==> config.mk <==
export PLATFORM = sky130hd
export DESIGN_NAME = drum_timing_gen_flat
export DESIGN_NICKNAME = d
export VERILOG_FILES = /design/src/rtl/drum_timing_gen_pkg.sv /design/src/rtl/drum_timing_gen_if.sv /design/src/rtl/drum_timing_gen_matcher.sv /design/src/rtl/drum_timing_gen.sv /design/src/flat_wrapper.sv
export SDC_FILE = /design/constraint.sdc
export NUM_CORES = 1
export LEC_CHECK = 0
export CORE_UTILIZATION = 55
export CTS_CLUSTER_DIAMETER = 30
export DETAILED_ROUTE_END_ITERATION = 12
export DONT_BUFFER_PORTS = 1
export GPL_TIMING_DRIVEN = 0
export PLACE_DENSITY = 0.7
export SYNTH_ARGS = -nofsm -noshare
export SYNTH_HDL_FRONTEND = slang
export SYNTH_HIERARCHICAL = 1
export SYNTH_SLANG_ARGS = --single-unit
==> constraint.sdc <==
create_clock -name CLOCK -period 2.2 [get_ports CLOCK]
set_clock_uncertainty 0.2 [all_clocks]
set_input_delay 0.44 -clock CLOCK [delete_from_list [all_inputs] [get_ports CLOCK]]
set_output_delay 0.44 -clock CLOCK [all_outputs]
set_load 0.02 [all_outputs]
==> src/rtl/drum_timing_gen_pkg.sv <==
// Shared G-15 drum timing constants, counter types and matcher state encoding.
package g15_timing_pkg;

    localparam int unsigned BITS_PER_WORD_C = 29;
    localparam int unsigned WORDS_PER_REV_C = 108;
    localparam int unsigned TRACK_LEN_C     = BITS_PER_WORD_C * WORDS_PER_REV_C;

    typedef logic [4:0] bit_time_t;
    typedef logic [6:0] word_time_t;

    typedef enum logic [1:0] {
        IDLE,
        WAIT,
        HIT
    } match_state_t;

endpackage

==> src/rtl/drum_timing_gen_if.sv <==
// Word-location match handshake between command control (master) and the timing generator (slave).
interface drum_timing_gen_if;

    logic       ARM;
    logic [6:0] TARGET;
    logic       BUSY;
    logic       MATCH;
    logic       DONE;
    logic       TERR;

    modport master (output ARM, TARGET, input BUSY, MATCH, DONE, TERR);
    modport slave  (input ARM, TARGET, output BUSY, MATCH, DONE, TERR);

endinterface

==> src/rtl/drum_timing_gen_matcher.sv <==
// One-shot word-location matcher: arms on a target word, gates exactly one
// full word starting at its T0, then returns to idle.
module word_matcher
    import g15_timing_pkg::*;
#(
    parameter int unsigned BITS_PER_WORD = BITS_PER_WORD_C,
    parameter int unsigned WORDS_PER_REV = WORDS_PER_REV_C
) (
    input  logic       clk_i,
    input  logic       rst_ni,
    input  bit_time_t  bt_i,
    input  word_time_t wt_i,
    input  logic       arm_i,
    input  word_time_t target_i,
    output logic       busy_o,
    output logic       match_o,
    output logic       done_o,
    output logic       terr_o
);

    localparam bit_time_t  LAST_BIT  = bit_time_t'(BITS_PER_WORD - 1);
    localparam word_time_t LAST_WORD = word_time_t'(WORDS_PER_REV - 1);

    match_state_t state_q;
    word_time_t   target_q;
    logic         terr_q;
    logic         hit_now;
    logic         target_ok;

    assign target_ok = (target_i <= LAST_WORD);
    // Only a WAIT that sees T0 of the target word hits; arming mid-word waits a revolution.
    assign hit_now   = (state_q == WAIT) && (bt_i == '0) && (wt_i == target_q);

    always_ff @(posedge clk_i or negedge rst_ni) begin
        if (!rst_ni) begin
            state_q  <= IDLE;
            target_q <= '0;
            terr_q   <= 1'b0;
        end else begin
            terr_q <= 1'b0;
            unique case (state_q)
                IDLE: begin
                    if (arm_i) begin
                        if (target_ok) begin
                            target_q <= target_i;
                            state_q  <= WAIT;
                        end else begin
                            terr_q <= 1'b1;
                        end
                    end
                end
                WAIT:    if (hit_now) state_q <= HIT;
                HIT:     if (bt_i == LAST_BIT) state_q <= IDLE;
                default: state_q <= IDLE;
            endcase
        end
    end

    assign busy_o  = (state_q != IDLE);
    assign match_o = (state_q == HIT) || hit_now;
    assign done_o  = (state_q == HIT) && (bt_i == LAST_BIT);
    assign terr_o  = terr_q;

endmodule

==> src/rtl/drum_timing_gen.sv <==
// Free-running drum bit-time/word-time generator with decoded strobes and a
// one-shot word-location matcher.
module drum_timing_gen
    import g15_timing_pkg::*;
#(
    parameter int unsigned BITS_PER_WORD = BITS_PER_WORD_C,
    parameter int unsigned WORDS_PER_REV = WORDS_PER_REV_C
) (
    input  logic              CLOCK,
    input  logic              RST_N,
    drum_timing_gen_if.slave  mif,
    output logic [4:0]        BT,
    output logic [6:0]        WT,
    output logic              T0,
    output logic              T1,
    output logic              T28,
    output logic              WEVEN,
    output logic              REV0
);

    localparam bit_time_t  LAST_BIT  = bit_time_t'(BITS_PER_WORD - 1);
    localparam word_time_t LAST_WORD = word_time_t'(WORDS_PER_REV - 1);

    bit_time_t  bt_q, bt_d;
    word_time_t wt_q, wt_d;

    always_comb begin
        bt_d = bt_q + 5'd1;
        wt_d = wt_q;
        if (bt_q == LAST_BIT) begin
            bt_d = '0;
            wt_d = (wt_q == LAST_WORD) ? '0 : wt_q + 7'd1;
        end
    end

    always_ff @(posedge CLOCK or negedge RST_N) begin
        if (!RST_N) begin
            bt_q <= '0;
            wt_q <= '0;
        end else begin
            bt_q <= bt_d;
            wt_q <= wt_d;
        end
    end

    assign BT    = bt_q;
    assign WT    = wt_q;
    assign T0    = (bt_q == '0);
    assign T1    = (bt_q == 5'd1);
    assign T28   = (bt_q == LAST_BIT);
    assign WEVEN = ~wt_q[0];
    assign REV0  = (bt_q == '0) && (wt_q == '0);

    word_matcher #(
        .BITS_PER_WORD (BITS_PER_WORD),
        .WORDS_PER_REV (WORDS_PER_REV)
    ) u_matcher (
        .clk_i    (CLOCK),
        .rst_ni   (RST_N),
        .bt_i     (bt_q),
        .wt_i     (wt_q),
        .arm_i    (mif.ARM),
        .target_i (mif.TARGET),
        .busy_o   (mif.BUSY),
        .match_o  (mif.MATCH),
        .done_o   (mif.DONE),
        .terr_o   (mif.TERR)
    );

endmodule

==> src/flat_wrapper.sv <==
// flat-port wrapper written by rule: the top's interface ports become plain ports
module drum_timing_gen_flat import g15_timing_pkg::*;
#(
    parameter int unsigned BITS_PER_WORD = BITS_PER_WORD_C,
    parameter int unsigned WORDS_PER_REV = WORDS_PER_REV_C
)
  (CLOCK, RST_N, BT, WT, T0, T1, T28, WEVEN, REV0, mif_ARM, mif_TARGET, mif_BUSY, mif_MATCH, mif_DONE, mif_TERR);
  drum_timing_gen_if mif_i ();
  input  logic CLOCK;
  input  logic RST_N;
  output logic [4:0] BT;
  output logic [6:0] WT;
  output logic T0;
  output logic T1;
  output logic T28;
  output logic WEVEN;
  output logic REV0;
  input wire logic [$bits(mif_i.ARM)-1:0] mif_ARM;
  input wire logic [$bits(mif_i.TARGET)-1:0] mif_TARGET;
  output wire logic [$bits(mif_i.BUSY)-1:0] mif_BUSY;
  output wire logic [$bits(mif_i.MATCH)-1:0] mif_MATCH;
  output wire logic [$bits(mif_i.DONE)-1:0] mif_DONE;
  output wire logic [$bits(mif_i.TERR)-1:0] mif_TERR;
  assign mif_i.ARM = mif_ARM;
  assign mif_i.TARGET = mif_TARGET;
  assign mif_BUSY = mif_i.BUSY;
  assign mif_MATCH = mif_i.MATCH;
  assign mif_DONE = mif_i.DONE;
  assign mif_TERR = mif_i.TERR;
  drum_timing_gen #(.BITS_PER_WORD(BITS_PER_WORD), .WORDS_PER_REV(WORDS_PER_REV)) u_core (.CLOCK(CLOCK), .RST_N(RST_N), .mif(mif_i), .BT(BT), .WT(WT), .T0(T0), .T1(T1), .T28(T28), .WEVEN(WEVEN), .REV0(REV0));
endmodule
* Word-level counts from Yosys, hierarchy flattened
Index checks and enable logic that the tools add are counted.
** Operators by class
- Add/sub/neg operators :: 2
- Magnitude comparators :: 1
- Eq/ne operators :: 10
- Muxes and demuxes :: 10
- Bitwise gates (word level) :: 1
- Reductions and logical operators :: 11
** Operators by type and width (count)
- two-way mux 2 bit :: 4
- inequality test 2 bit (second input constant) :: 4
- adder 7 x 1 -> 7 bit (second input constant) :: 1
- equality test 7 bit :: 1
- equality test 7 bit (second input constant) :: 1
- <= comparator 7 bit (second input constant) :: 1
- logical NOT 7 bit :: 1
- two-way mux 7 bit :: 1
- one-hot mux 2 bit (3 select lines) :: 1
- adder 5 x 1 -> 5 bit (second input constant) :: 1
- equality test 5 x 1 -> 1 bit (second input constant) :: 1
- equality test 5 bit (second input constant) :: 1
- logical NOT 5 bit :: 1
- two-way mux 5 bit :: 1
- logical AND 1 bit :: 4
- AND reduction 4 bit :: 1
- two-way mux 1 bit :: 3
- AND reduction 3 bit :: 1
- equality test 2 x 1 -> 1 bit (second input constant) :: 1
- equality test 2 bit (second input constant) :: 1
- logical NOT 2 bit :: 1
- nonzero test 2 bit :: 1
- logical OR 1 bit :: 1
- NOT 1 bit :: 1
** Word-level totals
- Bits in registers :: 22
- Output and inout port bits :: 21
- Logic and storage cells :: 40

* Longest topological paths before layout
- Depth after elaboration :: 5
- Gate-level depth with buffers :: 6

* Modules after synthesis
Netlist, hierarchy kept.
** Modules (own cells, without submodules)
- drum_timing_gen :: instances 1, cells each 72, area an instance 680.7 um2
- word_matcher :: instances 1, cells each 49, area an instance 586.8 um2

* Worst setup path before layout
OpenSTA, ideal clock, no wires.
- Kind :: flip-flop to output port
- From :: register u_core.bt_q[2] (netlist: u_core/BT[2])
- To :: output port REV0
- Arrival time :: 1.429 ns
- Required time :: 1.560 ns
- Setup slack :: 0.131 ns
- Stages on the path, launching flop included :: 5
- Cells stage by stage :: dfrtp_1 -> buf_2 -> nor3_1 -> and2_1 -> and4b_1
** On the way
- Cells in the longest elaborated chain, start to end :: 2
** RTL lines
- start, declared :: RTL line drum_timing_gen.sv:24 : bit_time_t bt_q, bt_d;
- start signal, assigned :: RTL line drum_timing_gen.sv:41 : bt_q <= bt_d;
- logical NOT 5 bit
- named net T0 :: RTL line flat_wrapper.sv:13 : output logic T0;
- logical AND 1 bit :: RTL line drum_timing_gen.sv:52 : assign REV0 = (bt_q == '0) && (wt_q == '0);
- end, declared :: RTL line flat_wrapper.sv:17 : output logic REV0;
The timed path passes the listed nets, and every way through them passes these cells.

* Worst setup path after layout
- From :: register u_core.wt_q[5] (netlist: u_core/WT[5])
- To :: output port mif_MATCH
** On the way
- Cells in the longest elaborated chain, start to end :: 3
** RTL lines
- start, declared :: RTL line drum_timing_gen.sv:25 : word_time_t wt_q, wt_d;
- start signal, assigned :: RTL line drum_timing_gen.sv:42 : wt_q <= wt_d;
- equality test 7 bit :: RTL line drum_timing_gen_matcher.sv:32 : assign hit_now = (state_q == WAIT) && (bt_i == '0) && (wt_i == target_q);
- logical AND 1 bit :: RTL line drum_timing_gen_matcher.sv:32
- logical OR 1 bit :: RTL line drum_timing_gen_matcher.sv:60 : assign match_o = (state_q == HIT) || hit_now;
- end, declared :: RTL line flat_wrapper.sv:21 : output wire logic [$bits(mif_i.MATCH)-1:0] mif_MATCH;
No other way between the ends.

==> results.yml <==
status:
  status: "complete, but fails checks"
  failed_checks: "setup timing"
synthesis:
  syn_avg_cell_area_um2: 10.5
  yosysTopAreaCellShare_pct: 43.4
  syn_nets: 136
  synth_area_um2: 1270
  yosysUniqueCellTypes: 39
  seq_area_frac_synth_pct: 43.4
  synth_area_leaders: "dfrtp_1, mux2_4, ha_1, nand2_1, xor2_1"
  yosysTopAreaCell: "dfrtp_1"
  ys_ff_latch: 22
  ys.warnings.count: 6
  syn_inst: 121
clock_tree:
  cts_max_path_buffers: 2
  clkSlewWorstSetupHoldPaths_ns: 0.12
  ctsHtreeMaxLevel: 1
  cts_buffers: 3
  root_buffer: "clkbuf_4"
  clk_latency_ns: 0.30
  cts_sinks: 22
  cts_tree: "yes"
timing:
  max_freq_mhz: 443
  setup_viol: 2
  final-hold-violation-count: 0
  setup_tns_ns: -0.0967
  period_needed_ns: 2.26
  finalCritPeriodShare_pct: 103
  slew_violations: 0
  tightestPinTransition_ns: 0.979
  slew_headroom_pct: 34.5
  timing.final.ws_setup_ns: -0.0587
  rsz0062_at_grt: "true"
setup_path:
  endpoint: "mif_MATCH"
  reg2reg_depth: 5
  cpMaxStageDelayCell: "dfrtp_1"
  startpoint_type: "flip-flop"
  critPathArrivalTime_ns: 1.62
  crit_start: "u_core/WT[5]"
  critPathKind: "reg -> out"
  cp_cell_sequence: "a222oi_1 -> nand4_1 -> nand2_2"
  rr_endpoint: "u_core/WT[5]"
  critPathMaxStageDelay_ns: 0.56
  required_ns: 1.56
  reg2reg_slack_ns: 0.30
  critical_path.max_fanout: 9
  worstSetupEndpointType: "primary output"
  r2r-start: "u_core/BT[1]"
placement:
  place_congestion: 0.808
  placedCellCount: 149
  pre_cts_slack_ns: 0.0347
  place_hpwl_um: 1760
  io_buffers: 0
global_route:
  use_met3_pct: 5.56
  grt_pass1_vias: 952
  grt_pass1_wl_um: 4220
  grt_max_degree: 23
  grt_use_met2_pct: 35.1
  grt_use_total_pct: 22.8
  grt.overflow.total: 0
  grt_busiest_layer: "met2"
  antenna_found_initial: 0
  grtUsageMet1_pct: 29.6
final_layout:
  area_growth_pct: 12.5
  final_cell_mix: "dfrtp_2, dfrtp_1, nand2_1"
  final_cells: 155
  num_antenna_cells: 0
  fillCellCount: 179
  drive_gt1_share_pct: 33.1
  fin_nets: 143
pwr:
  cellPowerDensity_nw_per_um2: 711
  leakagePower_nw: 0.593
  peakVddDrop_v: 0.000438
die:
  core_area_um2: 2190
  floorplan.rows: 17
  pin_count: 31
  initial_utilization_pct: 57.9
  die_area_um2: 2500
  die_w_um: 50.0
  die_y_um: 50.0
drt:
  drc: 0
  drt_iter0_markers: 18
  drt_first_pass_iters: 4
  via_per_inst: 5.92
  wl_per_cell_um: 16.2
  num_vias: 918
  finalWirelength_um: 2510
  ant_nets: 0
job:
  maxCapViolations: 0
min_path:
  hold_path.class: "in -> reg"
  hold_start: "mif_ARM"
## cell usage after synthesis
cell type  count
dfrtp_1       22
nand2_1       12
inv_1         10
mux2_4         7
nor2_1         7
ha_1           5
nand3_1        5
nand4_1        5
o21ai_0        5
xor2_1         5
nand2b_1       3
nor3_1         3
and2_1         2
nand3b_1       2
o211ai_1       2
or4_1          2
xnor2_1        2
a21bo_1        1
a21o_1         1
a222oi_1       1
and2_2         1
and4b_1        1
buf_2          1
clkbuf_2       1
clkinv_1       1
nand3_2        1
nand3_4        1
nand4_4        1
nand4b_1       1
nor2_2         1
nor2b_1        1
nor4_1         1
nor4_4         1
nor4b_1        1
o2111a_1       1
o22ai_1        1
o311ai_1       1
or2b_1         1
or3_2          1
## through the flow
step	area [um^2]	util, %	power, mW	hold WS (ns)
floorplan	1270	-	0.735	-0.0556
global placement	1300	59.5	0.770	-0.0552
detailed placement	1300	59.5	0.778	-0.0551
CTS	1420	64.7	1.03	0.0119
global route	1430	65.1	1.07	0.0325
finish	1430	65.1	1.01	0.0302
## critical path, delay by kind of cell (launching register included)
family	cells	cell delay (ns)
flip-flops	1	0.56
AO/OA/AOI/OAI	1	0.39
AND/OR/NAND/NOR	2	0.36
## registers in the layout, summed over array words and instances, names as in the netlist
register	cells
u_core/u_matcher/target_q	7
u_core/u_matcher/terr_o	1
u_core/WT	7
u_core/BT	5
u_core/u_matcher/state_q	2
## power breakdown
| part | internal [mW] | switching (mW) |
|---|---|---|
| Combinational | 0.154 | 0.109 |
| Sequential | 0.475 | 0.0569 |
| Clock | 0.101 | 0.118 |
## repair_timing
item | CTS | global route
pin swaps | 4 | 2
hold buffers | 1 | 0
hold endpoints to repair | 22 | 0
gates resized for setup | 25 | 3
endpoints found under the setup margin | 4 | 3
buffers inserted | 1 | 0
## how the worst min path moves through the flow
stage | to | slack [ns] | cells past startpoint
after floorplan | u_core/BT[0] | -0.06 | 0
after global placement | u_core/u_matcher/terr_o | -0.06 | 0
after detailed placement | u_core/u_matcher/terr_o | -0.06 | 0
after CTS | u_core/u_matcher/terr_o | 0.01 | 2
after global routing | u_core/u_matcher/terr_o | 0.03 | 2
final | u_core/u_matcher/terr_o | 0.03 | 2
## layout make-up
cell class	instances	area (um^2)	area share, %
plain buffers	2	16.3	1.14
clock buffers	4	36.3	2.54
inverters	11	42.5	2.98
multi-input cells	86	718	50.4
flip-flops and latches	22	564	39.6
well taps	28	35.0	2.46
repair buffers	2	13.8	0.965
## per-layer routing
layer,part of all wire (%),vias up
li1,-,436
met1,46,450
met4,1.4,0
met2,47,28
met5,0,-
met3,5.4,4
## cells by family (layout without fill, tap and decap cells)
logic type               Yosys count  after routing  synth area share [%]
XOR/XNOR                           7              7                  4.84
adder cells (fa/ha/maj)            5              5                  4.94
AO/OA/AOI/OAI                     13             13                  7.40
multiplexers                       7              7                  8.29
buffers and inverters             13             19                  4.05
AND/OR/NAND/NOR                   54             54                  27.0
flip-flops                        22             22                  43.4
Power figures use the tool's default switching activity.
